## config.mk

```make
export PLATFORM = sky130hd
export DESIGN_NAME = load_store_unit
export DESIGN_NICKNAME = d
export VERILOG_FILES = /design/src/rtl/load_store_unit_pkg.sv /design/src/rtl/lsu_lane_align.sv /design/src/rtl/load_store_unit.sv
export SDC_FILE = /design/constraint.sdc
export NUM_CORES = 1
export LEC_CHECK = 0
export CAP_MARGIN = 20
export CORE_AREA = 10 10 111 138
export CTS_BUF_LIST = sky130_fd_sc_hd__clkbuf_4
export CTS_CLUSTER_SIZE = 25
export DETAILED_ROUTE_END_ITERATION = 7
export DIE_AREA = 0 0 121 148
export PLACE_DENSITY_LB_ADDON = 0.05
export SLEW_MARGIN = 5
export SYNTH_ARGS = -nofsm -noshare
export SYNTH_HDL_FRONTEND = slang
export SYNTH_SLANG_ARGS = --single-unit
```

## constraint.sdc

```tcl
create_clock -name clk -period 2.6 [get_ports clk]
set_input_delay 0.52 -clock clk [delete_from_list [all_inputs] [get_ports clk]]
set_output_delay 0.52 -clock clk [all_outputs]
set_load 0.03 [all_outputs]
```

## src/rtl/load_store_unit_pkg.sv

```systemverilog
// Shared load/store types: error codes, FSM states, access sizes and funct3 decode helpers.
// Combinational helpers only; no latency and no backpressure.
package load_store_unit_pkg;

    typedef enum logic [2:0] {
        LSU_ERR_NONE       = 3'd0,
        LSU_ERR_MISALIGNED = 3'd1,
        LSU_ERR_ILLEGAL    = 3'd2,
        LSU_ERR_BUS        = 3'd3,
        LSU_ERR_TIMEOUT    = 3'd4
    } lsu_error_t;

    typedef enum logic [1:0] {
        LSU_IDLE,
        LSU_MEM_REQ,
        LSU_MEM_WAIT,
        LSU_RESPOND
    } lsu_state_t;

    typedef enum logic [1:0] {
        LSU_SZ_B = 2'd0,
        LSU_SZ_H = 2'd1,
        LSU_SZ_W = 2'd2,
        LSU_SZ_D = 2'd3
    } lsu_size_t;

    localparam logic [2:0] F3_LB  = 3'd0;
    localparam logic [2:0] F3_LH  = 3'd1;
    localparam logic [2:0] F3_LW  = 3'd2;
    localparam logic [2:0] F3_LD  = 3'd3;
    localparam logic [2:0] F3_LBU = 3'd4;
    localparam logic [2:0] F3_LHU = 3'd5;
    localparam logic [2:0] F3_LWU = 3'd6;
    localparam logic [2:0] F3_SB  = 3'd0;
    localparam logic [2:0] F3_SH  = 3'd1;
    localparam logic [2:0] F3_SW  = 3'd2;
    localparam logic [2:0] F3_SD  = 3'd3;

    function automatic logic funct3_legal(input logic is_store, input logic [2:0] f3,
                                          input logic rv64);
        if (is_store) begin
            return (f3 == F3_SB) || (f3 == F3_SH) || (f3 == F3_SW) || (rv64 && (f3 == F3_SD));
        end
        return (f3 == F3_LB) || (f3 == F3_LH) || (f3 == F3_LW) || (f3 == F3_LBU) ||
               (f3 == F3_LHU) || (rv64 && ((f3 == F3_LD) || (f3 == F3_LWU)));
    endfunction

    function automatic logic misaligned(input lsu_size_t sz, input logic [2:0] low);
        case (sz)
            LSU_SZ_B: return 1'b0;
            LSU_SZ_H: return low[0];
            LSU_SZ_W: return |low[1:0];
            default:  return |low;
        endcase
    endfunction

endpackage

```

## src/rtl/lsu_lane_align.sv

```systemverilog
// Byte-lane steering: byte enables and shifted store data from offset/size, extended load data from a full word.
// Purely combinational, zero latency; no flow control.
module lsu_lane_align
    import load_store_unit_pkg::*;
#(
    parameter int XLEN = 32
) (
    input  logic [$clog2(XLEN/8)-1:0] offset_i,
    input  lsu_size_t                 size_i,
    input  logic                      is_signed_i,
    input  logic [XLEN-1:0]           store_data_i,
    input  logic [XLEN-1:0]           rsp_data_i,
    output logic [XLEN/8-1:0]         byte_enable_o,
    output logic [XLEN-1:0]           wdata_o,
    output logic [XLEN-1:0]           load_data_o
);

    localparam int NB = XLEN / 8;

    logic [NB-1:0]   mask;
    logic [XLEN-1:0] raw;

    always_comb begin
        mask = '0;
        case (size_i)
            LSU_SZ_B: mask = NB'(1);
            LSU_SZ_H: mask = NB'(3);
            LSU_SZ_W: mask = NB'(15);
            default:  mask = '1;
        endcase
        byte_enable_o = mask << offset_i;
        wdata_o       = store_data_i << {offset_i, 3'b000};
        raw           = rsp_data_i >> {offset_i, 3'b000};

        // Size casts of a signed operand sign-extend; unsigned ones zero-extend.
        case (size_i)
            LSU_SZ_B: load_data_o = is_signed_i ? XLEN'($signed(raw[7:0]))  : XLEN'(raw[7:0]);
            LSU_SZ_H: load_data_o = is_signed_i ? XLEN'($signed(raw[15:0])) : XLEN'(raw[15:0]);
            LSU_SZ_W: load_data_o = is_signed_i ? XLEN'($signed(raw[31:0])) : XLEN'(raw[31:0]);
            default:  load_data_o = raw;
        endcase
    end

endmodule

```

## src/rtl/load_store_unit.sv

```systemverilog
// Memory-stage load/store unit, one outstanding access; accept->resp_valid 3 cycles min (1 on decode error).
// Holds mem_* until mem_req_ready and resp_* until resp_ready; req_ready is low whenever not IDLE.
module load_store_unit
    import load_store_unit_pkg::*;
#(
    parameter int XLEN           = 32,
    parameter int ADDR_WIDTH     = 32,
    parameter int TIMEOUT_CYCLES = 0
) (
    input  logic                  clk,
    input  logic                  reset_n,
    input  logic                  flush,
    input  logic                  req_valid,
    output logic                  req_ready,
    input  logic                  req_is_store,
    input  logic [2:0]            req_funct3,
    input  logic [ADDR_WIDTH-1:0] req_address,
    input  logic [XLEN-1:0]       req_store_data,
    input  logic [4:0]            req_rd,
    output logic                  resp_valid,
    input  logic                  resp_ready,
    output logic [XLEN-1:0]       resp_load_data,
    output logic [4:0]            resp_rd,
    output logic [2:0]            resp_error,
    output logic                  mem_req_valid,
    input  logic                  mem_req_ready,
    output logic                  mem_we,
    output logic [ADDR_WIDTH-1:0] mem_address,
    output logic [XLEN-1:0]       mem_wdata,
    output logic [XLEN/8-1:0]     mem_byte_enable,
    input  logic                  mem_rsp_valid,
    input  logic [XLEN-1:0]       mem_rsp_data,
    input  logic                  mem_rsp_error
);

    localparam int   NB    = XLEN / 8;
    localparam int   OFF_W = $clog2(NB);
    localparam int   CNT_W = (TIMEOUT_CYCLES > 1) ? $clog2(TIMEOUT_CYCLES) : 1;
    localparam logic RV64  = (XLEN == 64);
    localparam logic [CNT_W-1:0] TO_LAST = CNT_W'((TIMEOUT_CYCLES > 0) ? TIMEOUT_CYCLES - 1 : 0);

    lsu_state_t            state_q, state_d;
    lsu_error_t            err_q, err_d;
    logic                  killed_q, killed_d;
    logic [CNT_W-1:0]      cnt_q, cnt_d;
    logic                  we_q, we_d;
    logic                  signed_q, signed_d;
    lsu_size_t             size_q, size_d;
    logic [OFF_W-1:0]      off_q, off_d;
    logic [ADDR_WIDTH-1:0] addr_q, addr_d;
    logic [XLEN-1:0]       wdata_q, wdata_d;
    logic [NB-1:0]         be_q, be_d;
    logic [4:0]            rd_q, rd_d;
    logic [XLEN-1:0]       rdata_q, rdata_d;

    lsu_size_t        req_size, al_size;
    logic [OFF_W-1:0] al_off;
    logic [NB-1:0]    al_be;
    logic [XLEN-1:0]  al_wdata, al_load;
    logic             kill_now;

    assign req_size = lsu_size_t'(req_funct3[1:0]);
    // In IDLE the aligner steers the incoming store; afterwards it extends the captured load.
    assign al_off   = (state_q == LSU_IDLE) ? req_address[OFF_W-1:0] : off_q;
    assign al_size  = (state_q == LSU_IDLE) ? req_size : size_q;

    lsu_lane_align #(.XLEN(XLEN)) u_align (
        .offset_i      (al_off),
        .size_i        (al_size),
        .is_signed_i   (signed_q),
        .store_data_i  (req_store_data),
        .rsp_data_i    (mem_rsp_data),
        .byte_enable_o (al_be),
        .wdata_o       (al_wdata),
        .load_data_o   (al_load)
    );

    always_comb begin
        state_d  = state_q;
        err_d    = err_q;
        killed_d = killed_q;
        cnt_d    = cnt_q;
        we_d     = we_q;
        signed_d = signed_q;
        size_d   = size_q;
        off_d    = off_q;
        addr_d   = addr_q;
        wdata_d  = wdata_q;
        be_d     = be_q;
        rd_d     = rd_q;
        rdata_d  = rdata_q;
        kill_now = killed_q || flush;

        case (state_q)
            LSU_IDLE: begin
                if (req_valid && req_ready) begin
                    we_d     = req_is_store;
                    signed_d = !req_funct3[2];
                    size_d   = req_size;
                    off_d    = req_address[OFF_W-1:0];
                    addr_d   = {req_address[ADDR_WIDTH-1:OFF_W], {OFF_W{1'b0}}};
                    wdata_d  = al_wdata;
                    be_d     = al_be;
                    rd_d     = req_rd;
                    rdata_d  = '0;
                    cnt_d    = '0;
                    killed_d = 1'b0;
                    if (!funct3_legal(req_is_store, req_funct3, RV64)) begin
                        err_d   = LSU_ERR_ILLEGAL;
                        state_d = LSU_RESPOND;
                    end else if (misaligned(req_size, req_address[2:0])) begin
                        err_d   = LSU_ERR_MISALIGNED;
                        state_d = LSU_RESPOND;
                    end else begin
                        err_d   = LSU_ERR_NONE;
                        state_d = LSU_MEM_REQ;
                    end
                end
            end
            LSU_MEM_REQ: begin
                // Once accepted by memory a flush cannot withdraw it; drain it silently instead.
                if (mem_req_ready) begin
                    state_d  = LSU_MEM_WAIT;
                    cnt_d    = '0;
                    killed_d = flush;
                end else if (flush) begin
                    state_d = LSU_IDLE;
                end
            end
            LSU_MEM_WAIT: begin
                if (mem_rsp_valid) begin
                    state_d = kill_now ? LSU_IDLE : LSU_RESPOND;
                    err_d   = mem_rsp_error ? LSU_ERR_BUS : LSU_ERR_NONE;
                    rdata_d = (we_q || mem_rsp_error) ? '0 : al_load;
                end else if ((TIMEOUT_CYCLES != 0) && (cnt_q == TO_LAST)) begin
                    state_d = kill_now ? LSU_IDLE : LSU_RESPOND;
                    err_d   = LSU_ERR_TIMEOUT;
                    rdata_d = '0;
                end else begin
                    cnt_d    = cnt_q + CNT_W'(1);
                    killed_d = kill_now;
                end
            end
            LSU_RESPOND: begin
                if (flush || resp_ready) begin
                    state_d = LSU_IDLE;
                end
            end
            default: state_d = LSU_IDLE;
        endcase
    end

    always_ff @(posedge clk or negedge reset_n) begin
        if (!reset_n) begin
            state_q  <= LSU_IDLE;
            err_q    <= LSU_ERR_NONE;
            killed_q <= 1'b0;
            cnt_q    <= '0;
            we_q     <= 1'b0;
            signed_q <= 1'b0;
            size_q   <= LSU_SZ_B;
            off_q    <= '0;
            addr_q   <= '0;
            wdata_q  <= '0;
            be_q     <= '0;
            rd_q     <= '0;
            rdata_q  <= '0;
        end else begin
            state_q  <= state_d;
            err_q    <= err_d;
            killed_q <= killed_d;
            cnt_q    <= cnt_d;
            we_q     <= we_d;
            signed_q <= signed_d;
            size_q   <= size_d;
            off_q    <= off_d;
            addr_q   <= addr_d;
            wdata_q  <= wdata_d;
            be_q     <= be_d;
            rd_q     <= rd_d;
            rdata_q  <= rdata_d;
        end
    end

    assign req_ready       = (state_q == LSU_IDLE) && !flush;
    assign resp_valid      = (state_q == LSU_RESPOND);
    assign resp_load_data  = rdata_q;
    assign resp_rd         = rd_q;
    assign resp_error      = err_q;
    assign mem_req_valid   = (state_q == LSU_MEM_REQ);
    assign mem_we          = we_q;
    assign mem_address     = addr_q;
    assign mem_wdata       = wdata_q;
    assign mem_byte_enable = be_q;

endmodule

```

==> metrics.md, run 1 <==
| Metric | Value |
|---|---|
| Outcome | `completed` |
| Starting Density | `44.6%` |
| CTS H-Tree Depth | `4` |
| Pre-CTS WS | `-18.0 ps` |
| Buffers inserted by post-CTS timing repair | `0` |
| Site Rows | `46` |
| Overflow after GRT | `0` |
| Max clock buf depth | `2` |
| CTS tree | `yes` |
| Slew HR | `58.2%` |
| Final hold viol count | `0` |
| Fin nets | `867` |
| GP Congestion | `0.907` |
| Commonest cells in the netlist | `dfrtp_1 (114), nand2_1 (58), mux2_1 (48)` |
| Post-route ant nets | `0` |
| Internal Dissipation | `6130 µW` |
| Via Count | `5001` |
| Syn_area_per_cell | `10.9 µm²` |
| Worst endpoint required time | `2080 ps` |
| Busiest grt layer | `met2` |
| Pin count of the biggest net entering global routing | `46` |
| Final period utilization | `94.6%` |
| Met3 GRT Util | `8.42%` |
| Final HPWL DP | `14.7 mm` |
| Leak | `0.00374 µW` |
| Fin Hold WS | `18.6 ps` |
| Core ar. | `12600 µm²` |
| CP Max Fanout | `9` |
| Mapped Cells | `517` |
| Worst R2R End | `mem_wdata[27]` |
| Post-synth cell types | `51` |
| GRT Util Overall | `20.4%` |
| CP startpoint kind | `flip-flop` |
| DR iter-0 viols | `194` |
| Clock transition at the registers of the reported paths | `110 ps` |
| Top-area cell type share of the netlist area | `50.8%` |
| Register area share after synthesis | `50.8%` |
| Fmax achieved | `407 MHz` |
| Die X | `121 µm` |
| Reg2reg setup slack | `230 ps` |
| Final setup vio count | `0` |
| Combinational share of power | `58.0%` |
| Initial antenna violation count | `0` |
| Area delta synth->final | `52.0%` |
| Filler cells | `1011` |
| Global-route wire length before repair | `29.0 mm` |
| Setup CP Type | `flip-flop to output pin` |
| Die footprint | `17900 µm²` |
| Top area cells in the synthesized netlist | `dfrtp_1 (51%), mux2_1 (9.6%), mux2i_1 (5.0%)` |
| Share of layout cells above drive strength 1 | `9.71%` |
| Post-synth EDFFs | `0` |
| Clk network pwr share | `15.2%` |
| # IOs | `225` |
| Clk sinks | `114` |
| Switching power | `4610 µW` |
| Slew @ Worst Pin | `627 ps` |
| # port buffers | `221` |
| Clock root buffer | `clkbuf_4` |
| Min-Delay Path Class | `input port to asynchronous set/reset pin` |
| Final WS setup | `141 ps` |
| Worst Skew | `14.8 ps` |
| Total CTS buffers | `17` |
| # diodes | `0` |
| Count leader, synth | `dfrtp_1` |
| Synthesis warning total | `0` |
| Area after DPL | `8160 µm²` |
| M1 GR Usage | `22.8%` |
| Max VDD drop | `0.000748 V` |
| DR DRC count | `0` |
| Crit path time final | `2460 ps` |
| Net Sw Frac | `42.9%` |
| Initial DRT Pass Iterations | `4` |
| Yosys top cell by area | `dfrtp_1` |
| Sequential power share | `26.8%` |
| GR met2 Demand/Resource | `35.0%` |
| Power density over the cells | `1260 nW/µm²` |
| RR Startpoint | `state_q[0]` |
| Crit path DAT | `1940 ps` |
| FF+latch count, synth | `114` |
| RSZ-0062 raised after global routing | `false` |
| Via density | `5.38` |
| Worst setup EP type | `output pin` |
| Synth Flop Type | `dfrtp_1` |
| Post-route cell area | `8540 µm²` |
| Worst reg2reg path depth | `8` |
| Async SR Flop Fraction | `100%` |
| Slew Limit Fails | `0` |
| Cts hold-fix bufs | `0` |
| Clk_lat worst skew | `500 ps` |
| Synth Cell Area | `5620 µm²` |
| Wirelength, routed | `18.6 mm` |
| Routed WL per cell | `20.0 µm` |
| Vias in the first global route | `5242` |
| # Max-Cap Violations | `0` |
| Die Span Y | `148 µm` |
## per-stage QoR
step	std cells	total power, µW	setup TNS [ps]	utilization (%)
finish	930	10700	0	67.7
CTS	930	10800	0	67.7
global placement	899	9020	0	64.8
detailed placement	899	9140	-18.0	64.8
floorplan	519	6610	0	-
global route	930	11400	0	67.7
## routing by layer
metal	vias up	share of wire [%]
met2	200	50
met3	15	8.7
met5	-	0
met4	0	1.1
met1	2415	40
li1	2371	-
## cell usage in the layout (no fill, tap or decap), types with 22 or more instances in the layout
master and instances:
mux2_1 48, clkdlybuf4s50_1 218, buf_4 30, o21ai_1 37
nand2_1 57, a22o_1 23, dfrtp_1 114, nor2_1 22
mux2i_1 28
## worst max path at each step
| stage | slack [ps] | from | end |
|---|---|---|---|
| floorplan | 210 | state_q[0] | mem_byte_enable[0] |
| global placement | 30 | state_q[0] | mem_wdata[27] |
| detailed placement | -20 | state_q[1] | mem_wdata[27] |
| CTS | 40 | state_q[0] | req_ready |
| global route | 40 | state_q[0] | req_ready |
| finish | 140 | state_q[0] | req_ready |
## repair_timing
| item | in CTS | in global routing |
|---|---|---|
| setup endpoints to repair | 2 | 2 |
| gates resized for setup | 2 | 2 |
| cloned | 0 | 0 |
## kinds of logic (layout without fill, tap and decap cells)
logic type,count (synthesis),after routing,share of synthesized area [%]
simple gates,106,106,8.49
flops,114,114,50.8
mux,80,80,15.7
compound gates,164,164,20.0
fa+ha+maj,4,4,0.891
buf+inv,48,291,4.03
other cells,1,3,0.0668
## layout make-up
| class | count | area (µm²) | area share [%] |
|---|---|---|---|
| repair buffers | 254 | 2520 | 29.5 |
| clock buffers | 19 | 143 | 1.67 |
| clock inverters | 12 | 213 | 2.49 |
| multi-input cells | 357 | 2580 | 30.2 |
| well taps | 168 | 210 | 2.46 |
| inverters | 6 | 22.5 | 0.264 |
| flip-flops and latches | 114 | 2850 | 33.4 |
## power groups by stage
stage	Combinational (µW)	Sequential, µW	Clock [µW]
2_1_floorplan	2490	4120	0
3_3_place_gp	6160	2870	0
3_5_place_dp	6230	2910	0
4_1_cts	6290	2880	1670
5_1_grt	6660	2970	1760
6_report	6220	2880	1640
## sequential cells by signal (all words and copies together), names as in the netlist
register	flops
killed_q	1
mem_address	30
mem_byte_enable	4
mem_wdata	32
mem_we	1
off_q	2
resp_error	2
resp_load_data	32
resp_rd	5
signed_q	1
size_q	2
state_q	2
## critical path, stage by stage (launching register included)
cell and delay, ps:
dfrtp_1 420, inv_1 150, ha_4 250, buf_4 190
nor2b_2 220, buf_4 200
(Power assumes the default switching activity.)
==> run 2, diff against run 1 <==
--- a/config.mk
+++ b/config.mk
@@ -6,11 +6,11 @@
 export NUM_CORES = 1
 export LEC_CHECK = 0
 export CAP_MARGIN = 20
-export CORE_AREA = 10 10 111 138
+export CORE_AREA = 10 10 117 146
 export CTS_BUF_LIST = sky130_fd_sc_hd__clkbuf_4
 export CTS_CLUSTER_SIZE = 25
 export DETAILED_ROUTE_END_ITERATION = 7
-export DIE_AREA = 0 0 121 148
+export DIE_AREA = 0 0 127 156
 export PLACE_DENSITY_LB_ADDON = 0.05
 export SLEW_MARGIN = 5
 export SYNTH_ARGS = -nofsm -noshare
==> run 2 against run 1 <==
- count of clock-buffer cells in the layout shrank 1
- utilization shrank 8.5 points
- sequential share of layout area grew 0.42 points
- via count grew 0.52%
- power shrank 2.4%
- clock power shrank 15%
- first-iteration DRC count grew 9.8%
- global-route usage shrank 1.4 points
- flip-flop and latch count is the same
==> metrics.md, run 2 (same netlist as run 1, synthesis figures left out) <==
| Metric | Value |
|---|---|
| Outcome | `completed` |
| Final setup vio count | `0` |
| Area delta synth->final | `50.1%` |
| CP Buf/Inv Count | `2` |
| CP delay by family, top | `buffers and inverters` |
| Fin Hold WS | `490 ps` |
| CP Max Fanout | `4` |
| RSZ-0062 raised after global routing | `false` |
| Clk_lat worst skew | `530 ps` |
| # IOs | `225` |
| Worst Skew | `24.7 ps` |
| Fin Setup TNS | `0 ps` |
| Slew HR | `55.0%` |
| Min-Delay Path Class | `flip-flop to flip-flop` |
| Clock transition at the registers of the reported paths | `110 ps` |
| GP Congestion | `0.925` |
| Slew Limit Fails | `0` |
| CTS H-Tree Depth | `4` |
| Worst setup EP type | `output pin` |
| Wirelength, routed | `19.1 mm` |
| GRT Util Overall | `19.0%` |
| Die Span Y | `156 µm` |
| Fin nets | `860` |
| # Max-Cap Violations | `0` |
| Max clock buf depth | `2` |
| Final period utilization | `95.8%` |
| DR DRC count | `0` |
| Worst endpoint required time | `2080 ps` |
| Die X | `127 µm` |
| Slew @ Worst Pin | `675 ps` |
| CP startpoint kind | `flip-flop` |
| Initial antenna violation count | `1` |
| Core ar. | `14200 µm²` |
| Overflow after GRT | `0` |
| Met3 GRT Util | `7.72%` |
| Area after DPL | `8120 µm²` |
| GR met2 Demand/Resource | `32.9%` |
| Initial DRT Pass Iterations | `5` |
| Share of layout cells above drive strength 1 | `8.99%` |
| DR iter-0 viols | `213` |
| Post-route cell area | `8430 µm²` |
| Busiest grt layer | `met2` |
| Fmax achieved | `402 MHz` |
| Leak | `0.00367 µW` |
| Site Rows | `49` |
| Max VDD drop | `0.000860 V` |
| M1 GR Usage | `21.2%` |
| Power density over the cells | `1240 nW/µm²` |
| # port buffers | `221` |
| Pin count of the biggest net entering global routing | `54` |
| Crit path DAT | `1970 ps` |
| Worst path slowest cell | `clkdlybuf4s50_1` |
| Via density | `5.38` |
| Starting Density | `39.5%` |
| Clock root buffer | `clkbuf_4` |
| Post-route ant nets | `0` |
| Final hold viol count | `0` |
| Final HPWL DP | `14.8 mm` |
| Vias in the first global route | `5370` |
| Die footprint | `19800 µm²` |
| CP max stage delay | `700 ps` |
| Via Count | `5027` |
| Total power | `10500 µW` |
| Commonest non-fill, non-tap cell in the layout | `clkdlybuf4s50_1` |
| Global-route wire length before repair | `30.2 mm` |
| Worst path cell trace | `inv_1 > ha_1 > clkdlybuf4s50_1` |
| Clk sinks | `114` |
| Total CTS buffers | `17` |
| Post-Route Utilization | `59.3%` |
| Setup CP Type | `flip-flop to output pin` |
| Most frequent cells in the layout | `clkdlybuf4s50_1 (219), dfrtp_1 (114), nand2_1 (57), mux2_1 (48), o21ai_1 (37)` |
| Crit path time final | `2490 ps` |
| Routed WL per cell | `20.5 µm` |
| CTS tree | `yes` |
[run 2: report_power, final]
group          total [µW]  internal (µW)  leakage [µW]  switching, µW
registers            2870           2460       0.00146            411
clock network        1400            673      0.000160            726
logic                6200           2660       0.00205           3540
[run 2: final timing paths]
path                            cells past startpoint           from                 end  slack (ps)
max in group asynchronous                           3        reset_n   resp_load_data[1]        1340
worst max-delay path                                3     state_q[1]       mem_req_valid         110
min in group asynchronous                           2        reset_n       resp_error[1]         500
worst min-delay path                                1  mem_wdata[30]       mem_wdata[30]         490
worst min register to register                      1  mem_wdata[30]       mem_wdata[30]         490
worst max register to register                      7     state_q[0]  resp_load_data[27]         210
[run 2: what timing repair did]
item,in CTS,in global routing
gates resized for setup,1,0
hold buffers,1,0
endpoints found under the setup margin,1,0
endpoints found under the hold margin,38,0
setup buffers,0,0
[run 2: cell type report]
type	instances	area (µm²)
antenna	1	2.50
clock buffer	18	135
clock inverter	14	164
fill	1249	5790
inverter	6	22.5
multi-input combinational	357	2560
sequential	114	2850
tap	178	223
timing repair buffer	247	2470
[run 2: routing by layer]
metal	wire, µm	up-vias
li1	-	2354
met4	235	0
met1	7530	2460
met5	0	-
met3	1590	19
met2	9790	194
[run 2: stage by stage]
stage,setup WS (ps),instances
after detailed placement,79.6,901
after global placement,178,901
after floorplan,211,519
after global routing,17.0,935
final,110,935
after CTS,48.2,934
==> run 3, diff against run 2 <==
--- a/config.mk
+++ b/config.mk
@@ -6,13 +6,12 @@
 export NUM_CORES = 1
 export LEC_CHECK = 0
 export CAP_MARGIN = 20
-export CORE_AREA = 10 10 117 146
+export CORE_AREA = 10 10 111 138
 export CTS_BUF_LIST = sky130_fd_sc_hd__clkbuf_4
 export CTS_CLUSTER_SIZE = 25
 export DETAILED_ROUTE_END_ITERATION = 7
-export DIE_AREA = 0 0 127 156
+export DIE_AREA = 0 0 121 148
 export PLACE_DENSITY_LB_ADDON = 0.05
-export SLEW_MARGIN = 5
 export SYNTH_ARGS = -nofsm -noshare
 export SYNTH_HDL_FRONTEND = slang
 export SYNTH_SLANG_ARGS = --single-unit
==> results of run 3 <==
Final layout, timing and power as in run 1 (identical DEF).
